## src/rtl/display_7seg_scan.sv

```systemverilog
// ============================================================================
// display_7seg_scan : N-digit multiplexed 7-segment driver with double-buffered
//                     load, dead-time blanking and leading-zero suppression.
// Revision: 1.0
// ============================================================================
`default_nettype none

module display_7seg_scan #(
  parameter int N_DIGITS    = 4,
  parameter int REFRESH_DIV = 10000,
  parameter int DEAD_CYCLES = 16,
  parameter int ACTIVE_LOW  = 1
) (
  input  logic                  clk,
  input  logic                  rst_n,
  input  logic [4*N_DIGITS-1:0] dato_i,
  input  logic [N_DIGITS-1:0]   dp_i,
  input  logic                  ce_i,
  input  logic                  blank_lz_i,
  output logic [N_DIGITS-1:0]   an_o,
  output logic [6:0]            seg_o,
  output logic                  dp_o,
  output logic                  frame_o
);

  localparam int unsigned c_cnt_w = (REFRESH_DIV > 1) ? $clog2(REFRESH_DIV) : 1;
  localparam int unsigned c_idx_w = (N_DIGITS > 1) ? $clog2(N_DIGITS) : 1;
  localparam logic [c_cnt_w-1:0] c_cnt_last = c_cnt_w'(REFRESH_DIV - 1);
  localparam logic [c_idx_w-1:0] c_idx_last = c_idx_w'(N_DIGITS - 1);
  localparam logic [c_cnt_w-1:0] c_dead     = c_cnt_w'(DEAD_CYCLES);
  localparam logic               c_pol      = (ACTIVE_LOW != 0);

  logic [c_cnt_w-1:0]    cnt_q, cnt_d;
  logic [c_idx_w-1:0]    idx_q, idx_d;
  logic                  first_q, first_d;
  logic [4*N_DIGITS-1:0] pend_dat_q, pend_dat_d, disp_dat_q, disp_dat_d;
  logic [N_DIGITS-1:0]   pend_dp_q, pend_dp_d, disp_dp_q, disp_dp_d;
  logic [N_DIGITS-1:0]   an_q, an_d;
  logic [6:0]            seg_q, seg_d;
  logic                  dp_q, dp_d;
  logic                  frame_q, frame_d;

  logic                  wrap, frame_start, active_window, lz_run;
  logic [N_DIGITS-1:0]   blank, an_act;
  logic [3:0]            cur_nib;
  logic                  cur_dp, cur_blank;
  logic [6:0]            seg_act;

  function automatic logic [6:0] hex_to_seg(input logic [3:0] n);
    case (n)
      4'h0: hex_to_seg = 7'b0111111;
      4'h1: hex_to_seg = 7'b0000110;
      4'h2: hex_to_seg = 7'b1011011;
      4'h3: hex_to_seg = 7'b1001111;
      4'h4: hex_to_seg = 7'b1100110;
      4'h5: hex_to_seg = 7'b1101101;
      4'h6: hex_to_seg = 7'b1111101;
      4'h7: hex_to_seg = 7'b0000111;
      4'h8: hex_to_seg = 7'b1111111;
      4'h9: hex_to_seg = 7'b1101111;
      4'hA: hex_to_seg = 7'b1110111;
      4'hB: hex_to_seg = 7'b1111100;
      4'hC: hex_to_seg = 7'b0111001;
      4'hD: hex_to_seg = 7'b1011110;
      4'hE: hex_to_seg = 7'b1111001;
      default: hex_to_seg = 7'b1110001;
    endcase
  endfunction

  always_comb begin
    wrap        = (cnt_q == c_cnt_last);
    cnt_d       = wrap ? '0 : cnt_q + 1'b1;
    idx_d       = idx_q;
    if (wrap) idx_d = (idx_q == c_idx_last) ? '0 : idx_q + 1'b1;
    // First cycle out of reset counts as a frame start so frame_o fires promptly.
    frame_start = first_q | (wrap & (idx_q == c_idx_last));
    first_d     = 1'b0;
    frame_d     = frame_start;
    pend_dat_d  = ce_i ? dato_i : pend_dat_q;
    pend_dp_d   = ce_i ? dp_i   : pend_dp_q;
    disp_dat_d  = frame_start ? pend_dat_q : disp_dat_q;
    disp_dp_d   = frame_start ? pend_dp_q  : disp_dp_q;
  end

  // A zero digit is leading only while every digit from the top down to it is
  // zero with no decimal point lit; digit 0 is never suppressed.
  always_comb begin
    lz_run = 1'b1;
    blank  = '0;
    for (int k = N_DIGITS - 1; k >= 1; k--) begin
      lz_run   = lz_run & (disp_dat_q[4*k +: 4] == 4'h0) & ~disp_dp_q[k];
      blank[k] = blank_lz_i & lz_run;
    end
  end

  always_comb begin
    active_window = (cnt_q >= c_dead);
    cur_nib   = 4'h0;
    cur_dp    = 1'b0;
    cur_blank = 1'b0;
    an_act    = '0;
    for (int k = 0; k < N_DIGITS; k++) begin
      if (idx_q == c_idx_w'(k)) begin
        cur_nib   = disp_dat_q[4*k +: 4];
        cur_dp    = disp_dp_q[k];
        cur_blank = blank[k];
        an_act[k] = active_window;
      end
    end
    seg_act = cur_blank ? 7'b0 : hex_to_seg(cur_nib);
    an_d    = an_act ^ {N_DIGITS{c_pol}};
    seg_d   = seg_act ^ {7{c_pol}};
    dp_d    = (cur_dp & ~cur_blank) ^ c_pol;
  end

  always_ff @(posedge clk or negedge rst_n) begin
    if (!rst_n) begin
      cnt_q      <= '0;
      idx_q      <= '0;
      first_q    <= 1'b1;
      pend_dat_q <= '0;
      pend_dp_q  <= '0;
      disp_dat_q <= '0;
      disp_dp_q  <= '0;
      an_q       <= {N_DIGITS{c_pol}};
      seg_q      <= {7{c_pol}};
      dp_q       <= c_pol;
      frame_q    <= 1'b0;
    end else begin
      cnt_q      <= cnt_d;
      idx_q      <= idx_d;
      first_q    <= first_d;
      pend_dat_q <= pend_dat_d;
      pend_dp_q  <= pend_dp_d;
      disp_dat_q <= disp_dat_d;
      disp_dp_q  <= disp_dp_d;
      an_q       <= an_d;
      seg_q      <= seg_d;
      dp_q       <= dp_d;
      frame_q    <= frame_d;
    end
  end

  assign an_o    = an_q;
  assign seg_o   = seg_q;
  assign dp_o    = dp_q;
  assign frame_o = frame_q;

endmodule

`default_nettype wire
```

## config.mk

```make
export PLATFORM = sky130hd
export DESIGN_NAME = display_7seg_scan
export DESIGN_NICKNAME = d
export VERILOG_FILES = /design/src/rtl/display_7seg_scan.sv
export SDC_FILE = /design/constraint.sdc
export NUM_CORES = 1
export LEC_CHECK = 0
export CAP_MARGIN = 10
export CORE_MARGIN = 2
export CORE_UTILIZATION = 50
export DETAILED_ROUTE_END_ITERATION = 6
export DONT_BUFFER_PORTS = 1
export GPL_TIMING_DRIVEN = 1
export HOLD_SLACK_MARGIN = 0.12
export PLACE_DENSITY = 0.7
export SLEW_MARGIN = 30
export SYNTH_ARGS = -nofsm -noshare
export SYNTH_HDL_FRONTEND = slang
export SYNTH_SLANG_ARGS = --single-unit
```

## constraint.sdc

```tcl
create_clock -name clk -period 2.31 [get_ports clk]
set_input_delay 0.3465 -clock clk [delete_from_list [all_inputs] [get_ports clk]]
set_output_delay 0.3465 -clock clk [all_outputs]
set_load 0.02 [all_outputs]
```

# Word-level counts from Yosys, hierarchy flattened
# Memory sizes are Yosys's and may differ from the RTL's.
# Cells that the tools add are included.
[word_totals]
output_inout_bits = 13
input_bits = 24
rom_bits = 112
register_bits = 70
mem_count = 1
[op_classes]
n_mux = 18
n_bitwise = 18
n_lt_le_gt_ge = 1
n_reduce_logical = 4
eq_ne = 4
add_sub_neg = 2
[mem_list]
columns = ["memory", "depth", "word_bits", "read_ports", "rd_clocked_by_memory_dff", "write_ports", "line", "source"]
rows = [
  ["(name not given)", 16, 7, 1, 0, 0, "50", "case (n)"],
]
[op_table]
columns = ["op", "count"]
rows = [
  ["$mux W4", 4],
  ["$add A14 B1 Y14 const B", 1],
  ["$eq A14 B14 Y1 const B", 1],
  ["$ge A14 B5 Y1 const B", 1],
  ["$mux W14", 1],
  ["$logic_not A4 Y1", 3],
  ["$mux W1", 11],
  ["$and A1 B1 Y1", 10],
  ["$mux W7", 1],
  ["$not A7 Y7", 1],
  ["$not A1 Y1", 5],
  ["$eq A2 B2 Y1 const B", 2],
  ["$not A4 Y4", 1],
  ["$add A2 B1 Y2 const B", 1],
  ["$eq A2 B1 Y1 const B", 1],
  ["$logic_not A2 Y1", 1],
  ["$mux W2", 1],
  ["$or A1 B1 Y1", 1],
]

# Depth between registers and ports, before layout
# Gate-level depths: netlist of the first run.
[depth]
word_depth = 13
mapped_depth = 11
mapped_depth_nobuf = 10

# Least setup slack after synthesis of the first run
# No wires, ideal clock.
[synth_path]
kind = "register -> register"
start = "register idx_q[0]"
end = "register seg_q[3], in the netlist seg_o[3]"
arrival_ps = 2284
path_stages_with_launch = 12
setup_slack_ps = -50
t_required_ps = 2233
path_cell_list = "dfrtp_1 inv_1 ha_1 clkbuf_1 or3b_2 o21ai_0 a31oi_1 inv_1 ha_1 nor3_1 a211o_1 a21o_1"
[synth_between]
elab_chain_len = 8
[synth_rtl]
columns = ["element", "line", "source"]
rows = [
  ["start: declaration", "34", "logic [c_idx_w-1:0] idx_q, idx_d;"],
  ["start signal: assignment", "131", "idx_q <= idx_d;"],
  ["$logic_not A2 Y1", "103", "if (idx_q == c_idx_w'(k)) begin"],
  ["$mux W4 (4 in a row)", "103", ""],
  ["$mem_v2 Z16 W7", "n/a", ""],
  ["$mux W7 *", "110", "seg_act = cur_blank ? 7'b0 : hex_to_seg(cur_nib);"],
  ["$not A7 Y7 (no source line) *", "n/a", ""],
  ["net seg_d[3]", "39", "logic [6:0] seg_q, seg_d;"],
  ["end signal: assignment", "126", "seg_q <= {7{c_pol}};"],
  ["end signal: assignment", "138", "seg_q <= seg_d;"],
  ["end: declaration", "39", ""],
]
# Mark *: on every way through the listed nets, which the timed path passes. The rest lies on a longest branch.
# A chain may end at the register's enable or synchronous reset.

# Worst setup path after layout of the first run
[layout_path]
start = "register idx_q[1]"
end = "register seg_q[3], in the netlist seg_o[3]"
# Same word-level chain as after synthesis.

==> results.py, run 1 <==
metrics = {
    "sta": {
        "min_period_over_period_pct": 92.8,
        "hold_viol_final": 0,
        "timing.fmax_mhz": 466,
        "clock_skew_ns": 0.0101,
        "setup_viol": 0,
        "rsz0062_at_grt": "no",
        "period_minus_slack_ns": 2.14,
        "tns_ns": 0,
        "maxSlewViolCount": 0,
        "hold_ws_ns": 0.146,
    },
    "worst_setup_path": {
        "ff2ff_setup_slack_ns": 0.17,
        "reg2reg_to": "seg_o[3]",
        "cp-endpoint": "seg_o[3]",
        "crit_required_ns": 2.59,
        "cp-start-kind": "register",
        "critPathLaunch": "idx_q[1]",
        "crit_arrival_ns": 2.42,
        "rr_startpoint": "idx_q[1]",
        "r2r_cells": 9,
        "crit_fanout": 7,
        "worstSetupPathType": "reg -> reg",
        "end_kind": "register",
    },
    "logic_synthesis": {
        "synthMuxAreaShare_pct": 17.2,
        "avgSynthCellArea_sq_um": 12.4,
        "synth_top_family_by_area": "multiplexers",
        "synth_area_sq_um": 3270,
        "synth-compound-area-share_pct": 6.61,
        "synth-main-ff-cell": "dfrtp_1",
        "yosys_warnings": 0,
        "yosysSeqAreaShare_pct": 54.0,
        "synth_enable_flop_cells": 0,
        "ys_types": 46,
        "synthArstFlopShare_pct": 100,
        "yosys.area_share.simple_pct": 11.4,
        "synth_fa_ha_area_share_pct": 4.59,
        "syn_nets": 300,
        "synth-seq-cells": 70,
        "yosys.area_share.xor_xnor_pct": 3.21,
        "postSynthCellCount": 264,
    },
    "routing": {
        "drt-initial-drc-count": 116,
        "detail-route-antenna-nets": 0,
        "vias": 2014,
        "routed_wl_um": 5770,
        "drc": 0,
        "routed_via_density": 5.59,
        "post_drt_wl_per_cell_um": 16.0,
        "drtPass1Iterations": 4,
    },
    "power": {
        "ir_drop_v": 0.000744,
        "p_leak_nw": 1.68,
        "power_density_nw_per_um2": 795,
    },
    "cts": {
        "cts.sinks": 70,
        "clock_latency_ns": 0.35,
        "cts_buffers": 9,
        "cts_root_buf": "clkbuf_8",
        "clk_pin_slew_ns": 0.08,
        "htree_levels": 3,
        "cts_tree": "done",
        "cts_buffer_depth": 2,
    },
    "floorplan": {
        "io_pins": 37,
        "die_width_um": 84.9,
        "die_area_sq_um": 7210,
        "fp.dieH_um": 84.9,
        "rows": 29,
        "core_area_sq_um": 6350,
        "start_util_pct": 51.5,
    },
    "cells_and_area": {
        "drive_gt1_share_pct": 32.5,
        "stdcell_count": 360,
        "final_nets": 314,
        "final_core_util_pct": 58.1,
        "area_growth_syn_to_layout_pct": 12.7,
        "final_cell_mix": "dfrtp_1, mux2_2, nand2_1, mux2_4, nor2_1",
        "stdcell_area_sq_um": 3690,
        "diodes": 0,
        "final_common_cell": "dfrtp_1",
    },
    "placement": {
        "place_area_sq_um": 3400,
        "io_buffers": 0,
        "gp_congestion": 0.868,
        "dp_hpwl_um": 3990,
        "dpl.cell_count": 341,
    },
    "grt": {
        "grt_use_total_pct": 17.8,
        "grt_pass1_wl_um": 9980,
        "antenna_found_initial": 0,
        "overflow": 0,
        "grt_pass1_vias": 2014,
        "grt_max_degree": 71,
    },
    "min_path": {
        "hold_path.class": "in -> reg",
        "min_delay_path_depth": 1,
    },
    "run_status": {
        "outcome": "finished, final reports clean",
    },
    "job": {
        "cap_viol_max_count": 0,
    },
}
## final cells by class
| class | instances | area (sq um) |
|---|---|---|
| clock buffers | 9 | 124 |
| fillers | 509 | 2660 |
| clock inverters | 7 | 97.6 |
| multi-input cells | 173 | 1440 |
| repair buffers | 11 | 118 |
| flip-flops and latches | 70 | 1770 |
| inverters | 13 | 48.8 |
| well taps | 77 | 96.3 |
## critical path, stage by stage, from the launching register on
cell and delay [ns]:
dfrtp_1 0.39, inv_1 0.09, ha_1 0.26, nand3b_1 0.21, a31oi_2 0.21, inv_2 0.09, ha_1 0.32, nor3_2 0.05
a211o_1 0.28, a21o_1 0.18
## through the flow
step	power, W	worst slack, ns
after floorplan	0.00176	0.0597
after global placement	0.00183	0.0973
after CTS	0.00296	0.0628
final	0.00293	0.166
after global routing	0.00306	0.0100
after detailed placement	0.00184	0.0154
## sequential cells by signal, indices dropped and copies added (netlist names)
| signal | cells |
|---|---|
| an_o | 4 |
| cnt_q | 14 |
| disp_dat_q | 16 |
| disp_dp_q | 4 |
| dp_o | 1 |
| first_q | 1 |
| frame_o | 1 |
| idx_q | 2 |
| pend_dat_q | 16 |
| pend_dp_q | 4 |
| seg_o | 7 |
## cell families (layout without fill, tap and decap cells)
family | count (synthesis) | after routing
muxes | 44 | 44
other | 1 | 1
and+or+nand+nor | 73 | 73
DFF | 70 | 70
AOI/OAI and AO/OA | 31 | 31
xor gates and xnor gates | 12 | 12
buffers and inverters | 21 | 40
adders and majority gates | 12 | 12
## cell usage after synthesis, types with 2 or more instances
| cell type | number | area, sq um |
|---|---|---|
| mux2_4 | 19 | 285 |
| xnor2_1 | 3 | 26.3 |
| dfstp_2 | 13 | 342 |
| a21oi_1 | 5 | 25.0 |
| nor2_1 | 19 | 71.3 |
| nor4_1 | 2 | 12.5 |
| nor3_1 | 5 | 25.0 |
| clkbuf_1 | 5 | 18.8 |
| o22ai_1 | 2 | 12.5 |
| dfrtp_1 | 57 | 1430 |
| ha_1 | 12 | 150 |
| inv_1 | 13 | 48.8 |
| nand2_1 | 20 | 75.1 |
| xor2_1 | 9 | 78.8 |
| nand2b_1 | 3 | 18.8 |
| and3_1 | 2 | 12.5 |
| o211a_1 | 2 | 20.0 |
| nand3_1 | 8 | 40.0 |
| mux2_2 | 21 | 236 |
| mux2i_1 | 4 | 40.0 |
| o211ai_1 | 3 | 22.5 |
| o21ai_0 | 6 | 30.0 |
| or4_1 | 2 | 15.0 |
| buf_6 | 2 | 22.5 |
| nand3b_1 | 3 | 22.5 |
| nor2b_1 | 3 | 18.8 |
| a31oi_1 | 2 | 12.5 |
## worst min-delay path by stage
stage	end	startpoint	slack (ns)
finish	pend_dat_q[3]	dato_i[3]	0.15
global route	pend_dat_q[6]	dato_i[6]	0.12
CTS	pend_dat_q[3]	dato_i[3]	0.13
detailed placement	cnt_q[5]	rst_n	0.05
global placement	cnt_q[5]	rst_n	0.05
floorplan	cnt_q[0]	rst_n	0.05
## report_power, final
group	switching, W	internal, W	total [W]	leakage (nW)
clock	0.000468	0.000611	0.00108	0.106
sequential	0.000128	0.00138	0.00151	0.825
combinational	0.000155	0.000194	0.000349	0.750
total	0.000751	0.00218	0.00293	1.68
## what timing repair did
action / CTS / global route
gates resized for setup: 0 / 9
cloned: 0 / 0
pin swaps: 0 / 0
hold buffers: 2 / 0
setup endpoints to repair: 1 / 4
hold endpoints to repair: 70 / 0
buffers inserted: 1 / 0
## metal layers
| metal | up-vias | track usage (%) | wire length [um] |
|---|---|---|---|
| li1 | 950 | - | - |
| met1 | 980 | 23.8 | 2650 |
| met2 | 67 | 26.5 | 2580 |
| met3 | 17 | 6.23 | 372 |
| met4 | 0 | 7.65 | 163 |
| met5 | - | 0 | 0 |
(Power assumes the default switching activity.)
==> inputs of run 2 (changes only) <==
Settings changed: DONT_BUFFER_PORTS 1 to not set, GPL_TIMING_DRIVEN 1 to not set, PLACE_DENSITY 0.7 to 0.77.
==> results.py, run 2 (synthesized netlist as in run 1, its figures left out) <==
metrics = {
    "run_status": {
        "outcome": "finished, final reports clean",
    },
    "cells_and_area": {
        "final-seq-area_sq_um": 1770,
        "final_nets": 356,
        "stdcell_count": 402,
        "fill_cells": 487,
        "multiInputGateArea_sq_um": 1420,
        "stdcell_area_sq_um": 4070,
        "top_regs": "disp_dat_q (16), pend_dat_q (16), cnt_q (14)",
        "final_common_cell": "dfrtp_1",
        "area_growth_syn_to_layout_pct": 24.4,
        "final_cell_mix": "dfrtp_1, clkdlybuf4s50_1, mux2_2, nand2_1",
        "diodes": 0,
        "final_core_util_pct": 64.1,
        "drive_gt1_share_pct": 29.2,
    },
    "job": {
        "cap_viol_max_count": 0,
    },
    "routing": {
        "drtPass1Iterations": 4,
        "drc": 0,
        "routed_via_density": 5.30,
        "drt-initial-drc-count": 157,
        "post_drt_wl_per_cell_um": 14.8,
        "routed_wl_um": 5960,
        "vias": 2132,
        "detail-route-antenna-nets": 0,
    },
    "grt": {
        "grt_use_total_pct": 17.9,
        "grt_pass1_vias": 2108,
        "grt_pass1_wl_um": 10000,
        "grt_max_degree": 31,
        "antenna_found_initial": 0,
        "overflow": 0,
    },
    "power": {
        "power.clock.fraction_pct": 35.4,
        "ir_drop_v": 0.000544,
        "pwr-share-seq_pct": 47.7,
        "power_density_nw_per_um2": 749,
        "switchingPower_w": 0.000751,
        "internal_power_w": 0.00230,
        "p_leak_nw": 1.85,
        "comb_power_share_pct": 16.8,
        "switching_share_pct": 24.6,
    },
    "worst_setup_path": {
        "ff2ff_setup_slack_ns": 0.15,
        "end_kind": "register",
        "cp-start-kind": "register",
        "rr_startpoint": "idx_q[0]",
        "reg2reg_to": "seg_o[3]",
        "r2r_cells": 10,
        "crit_fanout": 4,
        "cp-endpoint": "seg_o[3]",
        "crit_arrival_ns": 2.44,
        "crit_required_ns": 2.59,
        "worstSetupPathType": "reg -> reg",
        "critPathLaunch": "idx_q[0]",
    },
    "cts": {
        "cts_tree": "done",
        "clock_latency_ns": 0.34,
        "htree_levels": 3,
        "cts.sinks": 70,
        "cts_root_buf": "clkbuf_8",
        "cts_buffer_depth": 2,
        "cts_buffers": 9,
        "clk_pin_slew_ns": 0.07,
    },
    "sta": {
        "slew_headroom_pct": 56.0,
        "clock_skew_ns": 0.0123,
        "hold_ws_ns": 0.466,
        "maxSlewViolCount": 0,
        "timing.fmax_mhz": 463,
        "setup_viol": 0,
        "hold_viol_final": 0,
        "period_minus_slack_ns": 2.16,
        "min_period_over_period_pct": 93.4,
        "tightestPinTransition_ns": 0.660,
        "tns_ns": 0,
    },
    "placement": {
        "dpl.cell_count": 383,
        "io_buffers": 36,
        "place_area_sq_um": 3810,
        "gp_congestion": 0.872,
        "dp_hpwl_um": 4430,
    },
    "floorplan": {
        "die_width_um": 84.9,
        "die_area_sq_um": 7210,
        "io_pins": 37,
        "core_area_sq_um": 6350,
        "rows": 29,
        "start_util_pct": 51.5,
        "fp.dieH_um": 84.9,
    },
    "min_path": {
        "hold_path.class": "reg -> reg",
    },
}
==> run 2: cell types whose count changed in the layout (fill, tap and decap cells not counted), sizes merged <==
| cell | delta |
|---|---|
| clkdlybuf4s50 | +35 |
| inv | -1 |
| clkbuf | +1 |
| buf | +7 |
==> run 2: layer usage <==
metal / wire (um) / global-route usage [%]
met5: 0 / 0
met4: 99 / 7.07
met1: 2780 / 23.8
met2: 2860 / 28.5
met3: 229 / 4.57
==> run 2: worst max-delay path: stages (launching register included) <==
cell     delay, ns
dfrtp_1       0.42
inv_2         0.10
ha_2          0.20
or3b_2        0.43
o21ai_1       0.10
a31oi_2       0.08
inv_2         0.09
ha_1          0.25
nor3_2        0.21
a211o_1       0.12
a21o_1        0.11
==> run 2: what timing repair did <==
item / 4_1_cts / 5_1_grt
setup endpoints to repair: 1 / 2
endpoints found under the hold margin: 17 / 0
pin swaps: 0 / 0
gates resized for setup: 0 / 5
buffers inserted: 1 / 1
hold buffers: 1 / 0
==> run 2: cell type report <==
cell class | count | share of cell area, %
clock buffers | 10 | 3.38
clock inverters | 6 | 2.09
inverters | 13 | 1.20
multi-input cells | 173 | 35.0
flip-flops and latches | 70 | 43.4
well taps | 77 | 2.37
repair buffers | 53 | 12.5
==> run 2: worst min-delay path by stage <==
| stage | slack [ns] | startpoint | cells past startpoint | to |
|---|---|---|---|---|
| global route | 0.47 | disp_dp_q[3] | 1 | dp_o |
| global placement | 0.41 | rst_n | 1 | disp_dp_q[3] |
| detailed placement | 0.42 | rst_n | 1 | disp_dp_q[3] |
| floorplan | 0.05 | rst_n | 0 | cnt_q[0] |
| CTS | 0.47 | disp_dp_q[3] | 1 | dp_o |
| finish | 0.47 | disp_dp_q[3] | 1 | dp_o |
==> run 2: per-stage QoR <==
stage          setup slack, ns  power, W
5_1_grt                -0.0276   0.00319
4_1_cts                 0.0580   0.00306
2_1_floorplan           0.0597   0.00176
3_3_place_gp            0.0913   0.00196
6_report                 0.152   0.00305
3_5_place_dp           0.00180   0.00198
==> run 2: power by group through the flow <==
stage,Sequential [W],Clock [W],Combinational [W]
after floorplan,0.00149,0,0.000268
after global routing,0.00147,0.00116,0.000559
after detailed placement,0.00148,0,0.000501
final,0.00145,0.00108,0.000513
after CTS,0.00145,0.00110,0.000507
after global placement,0.00147,0,0.000486
